===== config.mk =====
export PLATFORM = sky130hd
export DESIGN_NAME = hls_run_sequencer
export DESIGN_NICKNAME = d
export VERILOG_FILES = /design/src/rtl/hls_run_sequencer.sv
export SDC_FILE = /design/constraint.sdc
export NUM_CORES = 1
export LEC_CHECK = 0
export ABC_AREA = 1
export CELL_PAD_IN_SITES_DETAIL_PLACEMENT = 0
export CELL_PAD_IN_SITES_GLOBAL_PLACEMENT = 1
export CORE_ASPECT_RATIO = 1.2
export CORE_MARGIN = 3
export CORE_UTILIZATION = 29
export CTS_BUF_LIST = sky130_fd_sc_hd__clkbuf_4 sky130_fd_sc_hd__clkbuf_8
export CTS_CLUSTER_SIZE = 12
export DETAILED_ROUTE_END_ITERATION = 6
export GPL_TIMING_DRIVEN = 0
export PLACE_DENSITY = 0.79
export SLEW_MARGIN = 5
export SYNTH_ARGS = -nofsm -noshare
export SYNTH_HDL_FRONTEND = slang
export SYNTH_SLANG_ARGS = --single-unit
export TNS_END_PERCENT = 10

===== constraint.sdc =====
create_clock -name clock -period 2.6 [get_ports clock]
set_input_delay 0.78 -clock clock [delete_from_list [all_inputs] [get_ports clock]]
set_output_delay 0.78 -clock clock [all_outputs]
set_load 0.02 [all_outputs]

===== src/rtl/hls_run_sequencer.sv =====
// Command-driven sequencer for a Bambu kernel: kernel reset, memory preload/readback
// over slave channel 0, and timed start/done runs, with a single response per command.
module hls_run_sequencer #(
    parameter int ADDR_W      = 10,
    parameter int DATA_W      = 64,
    parameter int SIZE_W      = 7,
    parameter int CYC_W       = 32,
    parameter int RUN_TIMEOUT = 200000000,
    parameter int MEM_TIMEOUT = 16,
    parameter int KRST_CYCLES = 2
) (
    input  logic                  clock,
    input  logic                  reset,
    input  logic                  cmd_valid,
    output logic                  cmd_ready,
    input  logic [1:0]            cmd_op,
    input  logic [ADDR_W-1:0]     cmd_addr,
    input  logic [DATA_W-1:0]     cmd_wdata,
    input  logic [SIZE_W-1:0]     cmd_size,
    output logic                  rsp_valid,
    input  logic                  rsp_ready,
    output logic [1:0]            rsp_status,
    output logic [DATA_W-1:0]     rsp_data,
    output logic [CYC_W-1:0]      rsp_cycles,
    output logic                  main_reset_n,
    output logic                  start_port,
    input  logic                  done_port,
    output logic [1:0]            S_oe_ram,
    output logic [1:0]            S_we_ram,
    output logic [2*ADDR_W-1:0]   S_addr_ram,
    output logic [2*DATA_W-1:0]   S_Wdata_ram,
    output logic [2*SIZE_W-1:0]   S_data_ram_size,
    input  logic [2*DATA_W-1:0]   Sout_Rdata_ram,
    input  logic [1:0]            Sout_DataRdy
);

    localparam int MEM_CW  = $clog2(MEM_TIMEOUT + 1);
    localparam int KRST_CW = $clog2(KRST_CYCLES + 1);

    localparam logic [CYC_W-1:0]   RUN_LIMIT = CYC_W'(RUN_TIMEOUT);
    localparam logic [MEM_CW-1:0]  MEM_LAST  = MEM_CW'(MEM_TIMEOUT - 1);
    localparam logic [KRST_CW-1:0] KRST_LAST = KRST_CW'(KRST_CYCLES - 1);

    localparam logic [1:0] OP_WRITE = 2'd0;
    localparam logic [1:0] OP_READ  = 2'd1;
    localparam logic [1:0] OP_RUN   = 2'd2;

    localparam logic [1:0] ST_OK      = 2'b00;
    localparam logic [1:0] ST_RUN_TO  = 2'b10;
    localparam logic [1:0] ST_MEM_TO  = 2'b11;

    typedef enum logic [2:0] {
        KRST, IDLE, WR, RD, START, RUN, RESP
    } state_t;

    state_t              state;
    logic [KRST_CW-1:0]  krst_cnt;
    logic                krst_from_cmd;
    logic [MEM_CW-1:0]   mem_cnt;
    logic [CYC_W-1:0]    cyc_cnt;

    logic                oe0;
    logic                we0;
    logic [ADDR_W-1:0]   s_addr0;
    logic [DATA_W-1:0]   s_wdata0;
    logic [SIZE_W-1:0]   s_size0;

    // Only channel 0 of the slave port is used; channel 1 inputs are sunk here.
    logic unused_ch1;
    assign unused_ch1 = ^{Sout_Rdata_ram[2*DATA_W-1:DATA_W], Sout_DataRdy[1]};

    assign S_oe_ram        = {1'b0, oe0};
    assign S_we_ram        = {1'b0, we0};
    assign S_addr_ram      = {{ADDR_W{1'b0}}, s_addr0};
    assign S_Wdata_ram     = {{DATA_W{1'b0}}, s_wdata0};
    assign S_data_ram_size = {{SIZE_W{1'b0}}, s_size0};

    function automatic logic [CYC_W-1:0] sat_inc(input logic [CYC_W-1:0] v);
        return (v == {CYC_W{1'b1}}) ? v : v + CYC_W'(1);
    endfunction

    always_ff @(posedge clock) begin
        if (reset) begin
            state         <= KRST;
            krst_cnt      <= '0;
            krst_from_cmd <= 1'b0;
            mem_cnt       <= '0;
            cyc_cnt       <= '0;
            cmd_ready     <= 1'b0;
            rsp_valid     <= 1'b0;
            rsp_status    <= '0;
            rsp_data      <= '0;
            rsp_cycles    <= '0;
            main_reset_n  <= 1'b0;
            start_port    <= 1'b0;
            oe0           <= 1'b0;
            we0           <= 1'b0;
            s_addr0       <= '0;
            s_wdata0      <= '0;
            s_size0       <= '0;
        end else begin
            case (state)
                KRST: begin
                    if (krst_cnt == KRST_LAST) begin
                        krst_cnt     <= '0;
                        main_reset_n <= 1'b1;
                        if (krst_from_cmd) begin
                            krst_from_cmd <= 1'b0;
                            rsp_status    <= ST_OK;
                            rsp_valid     <= 1'b1;
                            state         <= RESP;
                        end else begin
                            cmd_ready <= 1'b1;
                            state     <= IDLE;
                        end
                    end else begin
                        krst_cnt <= krst_cnt + KRST_CW'(1);
                    end
                end

                IDLE: begin
                    if (cmd_valid) begin
                        cmd_ready  <= 1'b0;
                        mem_cnt    <= '0;
                        rsp_status <= '0;
                        rsp_data   <= '0;
                        rsp_cycles <= '0;
                        case (cmd_op)
                            OP_WRITE: begin
                                we0      <= 1'b1;
                                s_addr0  <= cmd_addr;
                                s_wdata0 <= cmd_wdata;
                                s_size0  <= cmd_size;
                                state    <= WR;
                            end
                            OP_READ: begin
                                oe0     <= 1'b1;
                                s_addr0 <= cmd_addr;
                                s_size0 <= cmd_size;
                                state   <= RD;
                            end
                            OP_RUN: begin
                                start_port <= 1'b1;
                                cyc_cnt    <= CYC_W'(1);
                                state      <= START;
                            end
                            default: begin
                                main_reset_n  <= 1'b0;
                                krst_cnt      <= '0;
                                krst_from_cmd <= 1'b1;
                                state         <= KRST;
                            end
                        endcase
                    end
                end

                // Enables stay up until DataRdy or the wait budget runs out.
                WR, RD: begin
                    if (Sout_DataRdy[0] || mem_cnt == MEM_LAST) begin
                        if (Sout_DataRdy[0]) begin
                            rsp_status <= ST_OK;
                            if (state == RD) begin
                                rsp_data <= Sout_Rdata_ram[DATA_W-1:0];
                            end
                        end else begin
                            rsp_status <= ST_MEM_TO;
                        end
                        we0       <= 1'b0;
                        oe0       <= 1'b0;
                        s_addr0   <= '0;
                        s_wdata0  <= '0;
                        s_size0   <= '0;
                        rsp_valid <= 1'b1;
                        state     <= RESP;
                    end else begin
                        mem_cnt <= mem_cnt + MEM_CW'(1);
                    end
                end

                // cyc_cnt always holds the number of the current run cycle (START = 1).
                START, RUN: begin
                    start_port <= 1'b0;
                    if (done_port) begin
                        rsp_status <= ST_OK;
                        rsp_cycles <= cyc_cnt;
                        rsp_valid  <= 1'b1;
                        state      <= RESP;
                    end else if (cyc_cnt >= RUN_LIMIT) begin
                        rsp_status <= ST_RUN_TO;
                        rsp_cycles <= RUN_LIMIT;
                        rsp_valid  <= 1'b1;
                        state      <= RESP;
                    end else begin
                        cyc_cnt <= sat_inc(cyc_cnt);
                        state   <= RUN;
                    end
                end

                RESP: begin
                    if (rsp_ready) begin
                        rsp_valid  <= 1'b0;
                        rsp_status <= '0;
                        rsp_data   <= '0;
                        rsp_cycles <= '0;
                        cmd_ready  <= 1'b1;
                        state      <= IDLE;
                    end
                end

                default: begin
                    main_reset_n <= 1'b0;
                    krst_cnt     <= '0;
                    state        <= KRST;
                end
            endcase
        end
    end

endmodule


After elaboration in Yosys (flattened, before gate mapping)
Cells that the tools add are included.
{"block": "totals", "reg_bits": 228, "input_bits": 218, "output_inout_bits": 268, "elab_cells": 166}
{"block": "classes", "add_sub_neg": 3, "order_cmp": 1, "n_eq_ne": 29, "n_mux": 84, "bitwise": 1, "n_reduce_logical": 31}
{"op": "64-bit two-way mux", "n": 8}
{"op": "32-bit two-way mux", "n": 9}
{"op": "64-bit one-hot mux with 3 select lines", "n": 1}
{"op": "64-bit one-hot mux with 2 select lines", "n": 1}
{"op": "32-bit one-hot mux with 3 select lines", "n": 1}
{"op": "32-bit one-hot mux with 2 select lines", "n": 1}
{"op": "2-bit inequality test, second input constant", "n": 17}
{"op": "32-bit by 1-bit adder with 32-bit output, second input constant", "n": 1}
{"op": "32-bit equality test, second input constant", "n": 1}
{"op": "32-bit by 28-bit greater-or-equal comparator with 1-bit output, second input constant", "n": 1}
{"op": "10-bit two-way mux", "n": 3}
{"op": "4-bit AND reduction", "n": 7}
{"op": "2-bit two-way mux", "n": 13}
{"op": "1-bit two-way mux", "n": 23}
{"op": "7-bit two-way mux", "n": 3}
{"op": "10-bit one-hot mux with 2 select lines", "n": 1}
{"op": "6-bit AND reduction", "n": 3}
{"op": "3-bit two-way mux", "n": 5}
{"op": "3-bit one-hot mux with 5 select lines", "n": 1}
{"op": "7-bit one-hot mux with 2 select lines", "n": 1}
{"op": "5-bit two-way mux", "n": 2}
{"op": "2-bit one-hot mux with 5 select lines", "n": 1}
{"op": "5-bit one-hot mux with 2 select lines", "n": 1}
{"op": "3-bit equality test, second input constant", "n": 3}
{"op": "27 further kinds", "n": 41}

Depth between registers and ports, before layout
Gate-level depths: netlist (run 1).
{"block": "logic_depth", "depth_word": 5, "mapped_depth": 15, "mapped_depth_nobuf": 13}

Worst setup path before layout (run 1)
Ideal clock, no wire load.
{"block": "synth_timing", "path_kind": "register -> register", "from": "register mem_cnt[0]", "to": "register s_wdata0[39]", "setup_ps": 70, "arrival_ps": 1900, "t_required_ps": 2530, "slack_ps": 629, "path_stages_with_launch": 15, "n_path_buf": 2, "period_less_slack_ps": 1971, "cell_sequence": "dfxtp_1 -> ha_1 -> and3_1 -> ha_1 -> nor2_1 -> nand2_2 -> inv_2 -> nor2_4 -> nand2_4 -> inv_4 -> o21ai_2 -> buf_4 -> buf_2 -> nand2_1 -> a21oi_1"}
{"block": "synth_via", "elab_chain_cells": 4}
{"element": "start: declaration", "line": "59", "text": "logic [MEM_CW-1:0] mem_cnt;"}
{"element": "start signal: assignment", "line": "176", "text": "mem_cnt <= mem_cnt + MEM_CW'(1);"}
{"element": "5-bit by 4-bit equality test with 1-bit output", "line": "159", "text": "if (Sout_DataRdy[0] || mem_cnt == MEM_LAST) begin"}
{"element": "1-bit logical OR", "line": "159"}
{"element": "2-bit inequality test (no line)"}
{"element": "4-bit AND reduction (no line)"}
{"element": "end signal: assignment", "line": "132", "text": "s_wdata0 <= cmd_wdata;"}
{"element": "end: declaration", "line": "65", "text": "logic [DATA_W-1:0] s_wdata0;"}
Every way passes these cells.
A chain may end at the register's enable or synchronous reset.

Worst setup path after layout (run 1)
{"block": "layout_timing", "from": "input done_port", "to": "register rsp_cycles[28]"}
{"block": "layout_via", "elab_chain_cells": 2, "elab_cells_between_ends": 4, "cone_classes": "1 x eq/ne; 2 x mux; 1 x reduce/logical"}
{"element": "start: declaration", "line": "27", "text": "input logic done_port,"}
{"element": "3-bit inequality test (no line) / 32-bit two-way mux (equally long branches)"}
{"element": "4-bit AND reduction (no line) / 32-bit one-hot mux with 3 select lines (equally long branches)"}
{"element": "end signal: assignment", "line": "185", "text": "rsp_cycles <= cyc_cnt;"}
{"element": "end: declaration", "line": "24", "text": "output logic [CYC_W-1:0] rsp_cycles,"}
Parallel ways exist; a longest one is shown, timed or not.

==> results of run 1 <==
[what timing repair did]
item / CTS / global route
setup endpoints to repair: 0 / 31
gates resized for setup: 0 / 3
buffers inserted: 0 / 0
hold endpoints to repair: 0 / 0
[worst paths after layout]
path                                  from                     endpoint  cells after the start
setup reg to reg   mem_cnt[0]$_SDFFE_PP0P_    s_wdata0[22]$_SDFFE_PP0P_                     14
setup / recovery                 done_port  rsp_cycles[28]$_SDFFE_PP0P_                      7
hold / removal    krst_cnt[1]$_SDFFE_PP0P_     krst_cnt[1]$_SDFFE_PP0P_                      2
hold reg to reg   krst_cnt[1]$_SDFFE_PP0P_     krst_cnt[1]$_SDFFE_PP0P_                      2
[flip-flops by register name, indices dropped and copies added, names as in the netlist, 3 cells and up]
| signal | count |
|---|---|
| s_size0 | 7 |
| s_wdata0 | 64 |
| cyc_cnt | 32 |
| s_addr0 | 10 |
| state | 3 |
| rsp_data | 64 |
| mem_cnt | 5 |
| rsp_cycles | 32 |
[power by group]
part           internal (mW)  switching (mW)
Combinational           1.84            3.00
Sequential              3.97           0.284
Clock                   1.82            1.48
Total                   7.64            4.77
[cell type report]
class | instances | area, sq um
clock inverters | 4 | 35.0
plain buffers | 167 | 1050
flip-flops and latches | 228 | 4560
well taps | 456 | 571
repair buffers | 336 | 3360
multi-input cells | 1047 | 4640
fillers | 3520 | 19100
inverters | 65 | 246
clock buffers | 58 | 742
diodes | 3 | 7.51
[worst max-delay path: stages]
cell and delay, ps:
clkdlybuf4s50_1 560, inv_1 60, nor2_1 230, clkbuf_1 450, clkbuf_1 470, nand2_1 210
a21oi_1 180
[stage by stage]
step / util, % / hold WS [ps] / setup TNS, ps / power, mW / instances
2_1_floorplan: - / 424 / 0 / 7.23 / 1507
3_3_place_gp: 42.0 / 435 / -22920 / 9.18 / 2299
3_5_place_dp: 42.0 / 443 / -24510 / 9.20 / 2299
4_1_cts: 44.3 / 453 / 0 / 12.6 / 2361
5_1_grt: 44.3 / 479 / -37.2 / 13.2 / 2363
6_report: 44.3 / 452 / 0 / 12.4 / 2364
[synth_stat cells, drive strengths merged]
master,count,area share (%)
a211oi,3,0.22
a21boi,1,0.074
a21oi,217,11
a221oi,1,0.086
and3,2,0.12
buf,120,8.6
clkbuf,47,1.7
conb,1,0.037
dfxtp,228,45
ha,4,0.49
inv,65,2.4
nand2,417,16
nand3,133,6.6
nand3b,2,0.15
nand4,6,0.37
nor2,123,4.7
nor3,16,0.79
nor4,1,0.061
o211ai,1,0.074
o21ai,20,1.0
o221a,1,0.11
o221ai,1,0.086
or2,4,0.25
xnor2,1,0.086
xor2,10,0.86
[metal layers]
| metal | share of wire (%) | track usage, % | wire, um | vias to the layer above |
|---|---|---|---|---|
| met2 | 50 | 35.2 | 19600 | 402 |
| met4 | 4.0 | 8.13 | 1580 | 0 |
| met5 | 0 | 0 | 0 | - |
| met1 | 39 | 22.9 | 15400 | 4810 |
| li1 | - | - | - | 5372 |
| met3 | 7.3 | 4.38 | 2890 | 86 |
[cell families after synthesis]
logic type,count (synthesis),share of synthesized area (%)
compound gates,245,12.4
fa+ha+maj,4,0.491
flops,228,44.8
simple gates,704,28.6
other cells,1,0.0368
buf+inv,232,12.7
xor+xnor,11,0.945
==> metrics, run 1 <==
Worst-Skew Late Latency=about 550 ps; Initial Util=between 20% and 30%; Post-DP HPWL=just over 30,000 um; clock skew=around 29 ps; IO Port Bufs=~340; Final period util=94.5%; GR Util All Layers=between 10% and 20%; pre-CTS WS=-354 ps; RSZ-0062 raised after global routing=true; worst endpoint required time=~3100 ps; die area=roughly 37,000 sq um; Nets=2,107; Slew headroom=44.0%; die height=211 um; DIE WIDTH=177 um; Inserted Clock Buffers=40; maximum VDD drop=0.344 mV; Setup violations, final=0; Leakage=5.61 nW; PwrDens=~810 nW/um^2; Syn Std Cell Area=10,200 sq um; clock sinks=approximately 230; TritonCTS clock tree=done; fmax=407 MHz; layout cells sized above 1=~11%; DR WL/cell=roughly 17 um; post-route setup slack=around 140 ps; Yosys reg bits=approximately 230; Initial DRT Pass Iterations=5; routability cong.=0.877; pin count of the biggest net entering global routing=12; crit path capture type=flop; Worst setup SP type=primary input; CP max FO=10; final hold vios=0; commonest non-fill, non-tap cell in the layout=nand2_1; sequential area share after synthesis=44.8%; Antenna Nets Post-Route=0; core area=34,400 sq um; Max Cap Viol=0; outcome=complete, no violations; WL final=~40,000 um; Hold Buf Count CTS=0; Slew @ Worst Pin=~840 ps; post-synthesis cell count=about 1,400; dpl cell area=~14,000 sq um; Iteration-0 DRC Markers=675; Via density=~4.5; r2r setup slk=between 200 and 250 ps; Mean Syn Cell Area=just over 7 sq um; Netlist cell types=40; most frequent cells in the layout=nand2_1 (413), clkdlybuf4s50_1 (336), dfxtp_1 (228); HP Class=flop to flop; Setup CP Type=primary input to flop; post-detailed-route DRC marker count=0; crit path time final=around 2500 ps; routed vias=roughly 11,000; vias in the first global route=~10,000; WP data arrival=2940 ps; fin area=approximately 15,000 sq um; GRT Residual Overflow=0; Longest Clk Path Bufs=3; clk slew on worst S/H paths=60 ps; Synth Warn #=0; global-route wire length before repair=between 50,000 and 60,000 um; antenna violations before repair=3; Layout area overhead=49.3%; Pins Over Slew Limit=0; Root Buffer=clkbuf_8; # H-tree levels=2; IO Pins=486; # rows=between 70 and 80
No activity file was read; power rests on OpenSTA's default activity.
==> run 2: changes to the inputs <==
CELL_PAD_IN_SITES_GLOBAL_PLACEMENT = 2   (was 1)
CORE_UTILIZATION = 22   (was 29)
GPL_TIMING_DRIVEN = 1   (was 0)
==> run 2 against run 1 <==
Non-clock buffer count is 121 lower. First-iteration DRC count is 26% lower. Register-to-register slack better by 260 ps. Setup slack better by 39 ps. Sequential share of layout area is 0.53 points higher. Maximum frequency is 1.6% higher. Final cell count is 1.6% higher. Critical endpoint is now S_Wdata_ram[62]. Largest power group unchanged.
==> metrics, run 2 (synthesis gave the netlist of run 1 again) <==
Critical Path Max Stage Delay=630 ps (+70 ps); Layout area overhead=46.8%; switch share=37.9% (-0.57 points); GRT Residual Overflow=0 (unchanged); pin count of the biggest net entering global routing=130 (+118); Via density=4.24 (-6.0%); GR Util All Layers=15.0% (-4.8 points); # rows=85 (+15%); Setup violations, final=0 (unchanged); crit path time final=2420 ps (-39.0 ps); DR WL/cell=16.1 um (-4.0%); internal power component=7.92 mW (+3.8%); routability cong.=0.858 (-2.2%); # fillers=4,931 (+40%); # H-tree levels=2 (unchanged); Fin Hold WS=446 ps (-6.23 ps); PwrDens=852 nW/um^2 (+4.6%); maximum VDD drop=0.385 mV (+12%); clk slew on worst S/H paths=60 ps (about the same); Nets=1,988 (-5.6%); IO Port Bufs=337 (+0.30%); Leakage=5.27 nW (-6.1%); Initial Util=22.5% (-7.2 points); dpl cell area=14,100 sq um (-2.4%); buffers and inverters on the worst path=1 (-3); Inserted Clock Buffers=42 (+5.0%); crit path capture type=output port; clock sinks=228 (unchanged); Longest Clk Path Bufs=3 (unchanged); Top Registers=rsp_data x64, s_wdata0 x64; die area=49,000 sq um (+31%); highest-delay cell along the critical path=clkdlybuf4s50_1; outcome=complete, no violations; CP max FO=2 (-8); Setup CP Type=flop to output port; Slew @ Worst Pin=728 ps (-112 ps); Final period util=93.0% (-1.5 points); final hold vios=0 (unchanged); post-detailed-route DRC marker count=0 (unchanged); Clk pwr share=28.4% (+1.8 points); Antenna Nets Post-Route=0 (unchanged); worst path cell trace=clkdlybuf4s50_1; Worst Reg2Reg Path Length in Cells=14 (unchanged); core area=45,300 sq um (+32%); fmax=413 MHz (+1.6%); post-cts gate resize count=0 (unchanged); Root Buffer=clkbuf_8; RSZ-0062 raised after global routing=false; die height=242 um (+14%); HP Class=flop to flop; global-route wire length before repair=58,100 um (+0.75%); Iteration-0 DRC Markers=498 (-26%); antenna violations before repair=1 (-2); routed vias=10,200 (-4.5%); Hold Path Stages=2 (unchanged); Hold Buf Count CTS=0 (unchanged); Crit path max-delay family=buffers and inverters; DIE WIDTH=203 um (+14%); Worst setup SP type=flop; Levels on crit path=1 (-6); TritonCTS clock tree=done; clock skew=36.7 ps (+7.48 ps); IO Pins=486 (unchanged); number of setup buffers added after CTS=0 (unchanged); fin area=15,000 sq um (-1.7%); Sw Pwr=4.83 mW (+1.3%); vias in the first global route=9,500 (-4.8%); Pins Over Slew Limit=0 (unchanged); Comb power frac=38.3% (-0.7 points); Initial DRT Pass Iterations=5 (unchanged); Seq. cell area=4560 sq um (unchanged); area of the multi-input gates=4650 sq um (+0.27%); layout cells sized above 1=7.82% (-3.0 points); Post-DP HPWL=28,300 um (-8.6%); Slew headroom=51.4% (+7.5 points); Worst-Skew Late Latency=610 ps (+60 ps); commonest non-fill, non-tap cell in the layout=nand2_1; WL final=38,600 um (-2.5%); worst endpoint required time=1820 ps (-1260 ps); Max Cap Viol=0 (unchanged); WP data arrival=1640 ps (-1300 ps); Sequential Power Share=33.3% (-1.0 points); most frequent cells in the layout=nand2_1 (412), clkdlybuf4s50_1 (336), dfxtp_1 (228); total power=12.8 mW (+2.8%)
[run 2: cell count changes in the layout (fill, tap and decap cells not counted), sizes merged]
cell	delta
inv	+1
buf	-74
clkbuf	-42
bufinv	+1
diode	-2
[run 2: routing by layer]
metal,GRT usage (%),share of wire [%],up-vias
li1,-,-,5132
met1,17.6,41,4639
met2,25.9,49,347
met3,4.04,6.6,73
met4,5.61,3.5,0
met5,0,0,-
[run 2: layout make-up]
| cell class | count | area share [%] |
|---|---|---|
| clock inverters | 6 | 0.560 |
| inverters | 65 | 1.65 |
| diodes | 1 | 0.0167 |
| well taps | 609 | 5.09 |
| repair buffers | 382 | 25.8 |
| clock buffers | 63 | 5.25 |
| flip-flops and latches | 228 | 30.5 |
| multi-input cells | 1047 | 31.1 |
[run 2: power groups by stage]
stage | Combinational, mW | Sequential, mW | Clock [mW]
global route | 5.36 | 4.30 | 3.93
CTS | 4.97 | 4.25 | 3.80
finish | 4.88 | 4.24 | 3.63
global placement | 4.95 | 4.30 | 0
floorplan | 2.45 | 4.78 | 0
detailed placement | 4.95 | 4.32 | 0
[run 2: worst paths after layout]
path,startpoint,end,slack [ps]
min reg2reg,cyc_cnt[29]$_SDFFE_PP0P_,rsp_cycles[29]$_SDFFE_PP0P_,450
max,s_wdata0[62]$_SDFFE_PP0P_,S_Wdata_ram[62],180
min,cyc_cnt[29]$_SDFFE_PP0P_,rsp_cycles[29]$_SDFFE_PP0P_,450
max reg2reg,mem_cnt[0]$_SDFFE_PP0P_,s_wdata0[58]$_SDFFE_PP0P_,470
[run 2: through the flow]
| step | TNS, ps | cells | util, % | setup slack (ps) |
|---|---|---|---|---|
| 2_1_floorplan | 0 | 1507 | - | 629 |
| 3_3_place_gp | -1100 | 2331 | 31.1 | -49.8 |
| 3_5_place_dp | -1330 | 2331 | 31.1 | -60.4 |
| 4_1_cts | 0 | 2400 | 33.0 | 72.6 |
| 5_1_grt | 0 | 2401 | 33.0 | 79.7 |
| 6_report | 0 | 2401 | 33.0 | 181 |
==> run 3: changes to the inputs <==
ABC_AREA = unset   (was 1)
PLACE_DENSITY = 0.78   (was 0.79)
RECOVER_POWER = 25   (was unset)
SKIP_LAST_GASP = 1   (was unset)
==> run 3 against run 2 <==
Clock power barely moved. Critical path depth up 7. Die area fell by 5.7%. First-iteration DRC count is 38% lower. Setup slack worse by 100 ps. Critical endpoint is now cyc_cnt[5]$_SDFFE_PP0P_. Highest routed layer is now met5.
==> metrics, run 3 <==
Longest Clk Path Bufs=3 (unchanged); most common cell in the synthesized netlist=dfxtp_1; Via density=4.41 (+4.0%); Clk pwr share=29.5% (+1.1 points); WP data arrival=3040 ps (+1400 ps); PwrDens=857 nW/um^2 (+0.52%); sequential area share after synthesis=47.6% (+2.8 points); Max Cap Viol=0 (unchanged); Layout area overhead=49.5%; top post-synthesis cells by count=dfxtp_1 (228), a21oi_1 (188), nand2_1 (172); routability cong.=0.769 (-10%); post-cts gate resize count=0 (unchanged); post-synthesis cell count=1,163 (-18%); crit path capture type=flop; number of setup buffers added after CTS=0 (unchanged); Inserted Clock Buffers=43 (+2.4%); Slew headroom=48.6% (-2.8 points); IO Pins=486 (unchanged); Worst setup SP type=primary input; Hold Buf Count CTS=0 (unchanged); Initial DRT Pass Iterations=4 (-1); die height=235 um (-2.9%); Main synth FF type=dfxtp_1; Pins Over Slew Limit=0 (unchanged); Syn Std Cell Area=9600 sq um (-5.9%); Synth area leader=dfxtp_1; switch share=36.4% (-1.5 points); Mean Syn Cell Area=8.25 sq um (+15%); Yosys reg bits=228 (unchanged); fin area=14,300 sq um (-4.1%); RSZ-0062 raised after global routing=true; largest cells by area after synthesis=dfxtp_1 (48%), a21oi_1 (9.8%), nand3_1 (8.3%); crit path time final=2520 ps (+102 ps); DR WL/cell=16.2 um (+0.61%); WL final=33,800 um (-12%); Setup CP Type=primary input to flop; worst endpoint required time=3120 ps (+1300 ps); Top Registers=rsp_data x64, s_wdata0 x64; worst setup path startpoint=cmd_valid; layout cells sized above 1=9.16% (+1.3 points); total power=12.3 mW (-3.6%); Fin Hold WS=447 ps (+0.974 ps); fmax=397 MHz (-4.0%); GRT Residual Overflow=0 (unchanged); Comb power frac=36.4% (-1.9 points); dpl cell area=13,600 sq um (-3.7%); Synth Warn #=0 (unchanged); Sw Pwr=4.47 mW (-7.4%); # rows=83 (-2.4%); Post-DP HPWL=23,600 um (-17%); die area=46,200 sq um (-5.7%); Final period util=96.9% (+3.9 points); clock skew=27.3 ps (-9.40 ps); clk slew on worst S/H paths=50 ps (about the same); Iteration-0 DRC Markers=308 (-38%); antenna violations before repair=3 (+2); core area=42,900 sq um (-5.3%); asr flop ratio synth=0% (unchanged); Inserted Diodes=0 (-1); pin count of the biggest net entering global routing=112 (-14%); commonest non-fill, non-tap cell in the layout=clkdlybuf4s50_1; GR Util All Layers=13.9% (-1.1 points); Initial Util=22.4% (-0.13 points); EDFF count, synth=0 (unchanged); Antenna Nets Post-Route=0 (unchanged); Root Buffer=clkbuf_8; post-detailed-route DRC marker count=0 (unchanged); Nets=1,733 (-13%); Netlist cell types=57 (+43%); final hold vios=0 (unchanged); maximum VDD drop=0.440 mV (+14%); HP Class=flop to flop; Yosys top cell area share=47.6% (+2.8 points); TritonCTS clock tree=done; routed vias=9,227 (-9.5%); outcome=complete, no violations; vias in the first global route=8,626 (-9.2%); RR Startpoint=mem_cnt[0]$_SDFFE_PP0P_; Worst-Skew Late Latency=590 ps (-20 ps); IO Port Bufs=337 (unchanged); global-route wire length before repair=51,400 um (-12%); internal power component=7.82 mW (-1.4%); DIE WIDTH=197 um (-2.9%); # H-tree levels=2 (unchanged); Slew @ Worst Pin=764 ps (+35.9 ps); Leakage=4.98 nW (-5.4%); most frequent cells in the layout=clkdlybuf4s50_1 (334), dfxtp_1 (228), a21oi_1 (188); Sequential Power Share=34.1% (+0.8 points); clock sinks=228 (unchanged); CP max FO=7 (+5); Setup violations, final=0 (unchanged); HP Start=rsp_data[63]$_SDFFE_PP0P_
-- run 3: logic make-up after synthesis --
family	count (synthesis)	synth area share [%]
other cells	1	0.0391
compound gates	259	15.4
xor+xnor	4	0.365
buf+inv	179	11.2
mux	7	0.743
simple gates	481	24.1
flops	228	47.6
fa+ha+maj	4	0.522
-- run 3: through the flow --
step | setup slack (ps) | instances | TNS (ps) | utilization (%)
CTS | 106 | 2091 | 0 | 33.7
finish | 79.7 | 2091 | 0 | 33.4
global route | -11.4 | 2091 | -24.5 | 33.4
global placement | -214 | 2018 | -15180 | 31.6
detailed placement | -224 | 2018 | -17260 | 31.6
floorplan | 198 | 1245 | 0 | -
-- run 3: area by class of cell --
class,instances,area [sq um]
fillers,4545,28500
flip-flops and latches,228,4560
multi-input cells,838,4280
repair buffers,393,3910
clock buffers,64,800
well taps,552,691
clock inverters,9,76.3
inverters,7,26.3
-- run 3: path summary, 6_finish.rpt --
kind                            depth (start not counted)                         to  slack, ps
worst max-delay path                                    8    cyc_cnt[5]$_SDFFE_PP0P_         80
worst min-delay path                                    2  rsp_data[63]$_SDFFE_PP0P_        450
worst max register to register                         10  s_wdata0[27]$_SDFFE_PP0P_        130
worst min register to register                          2  rsp_data[63]$_SDFFE_PP0P_        450
-- run 3: power by group through the flow --
stage	clock network [mW]	registers [mW]	logic, mW
global route	4.00	4.26	4.87
floorplan	0	4.70	2.21
detailed placement	0	4.27	4.64
global placement	0	4.26	4.61
finish	3.63	4.19	4.47
CTS	3.83	4.20	4.66
-- run 3: worst max-delay path, cell delays in order --
cell and delay (ps):
dlygate4sd3_1 590, nor2b_1 160, nand2_1 170, clkbuf_1 240, nor2_1 120, or2_0 380, or4_1 520, nand2_1 80
-- run 3: routing by layer --
| metal | vias to the layer above | global-route usage, % | wire length, um | share of wire [%] |
|---|---|---|---|---|
| met5 | - | 0 | 41 | 0.12 |
| met4 | 6 | 3.50 | 623 | 1.8 |
| met3 | 55 | 4.52 | 2550 | 7.6 |
| met2 | 293 | 23.8 | 16600 | 49 |
| met1 | 4288 | 16.7 | 13900 | 41 |
| li1 | 4585 | - | - | - |
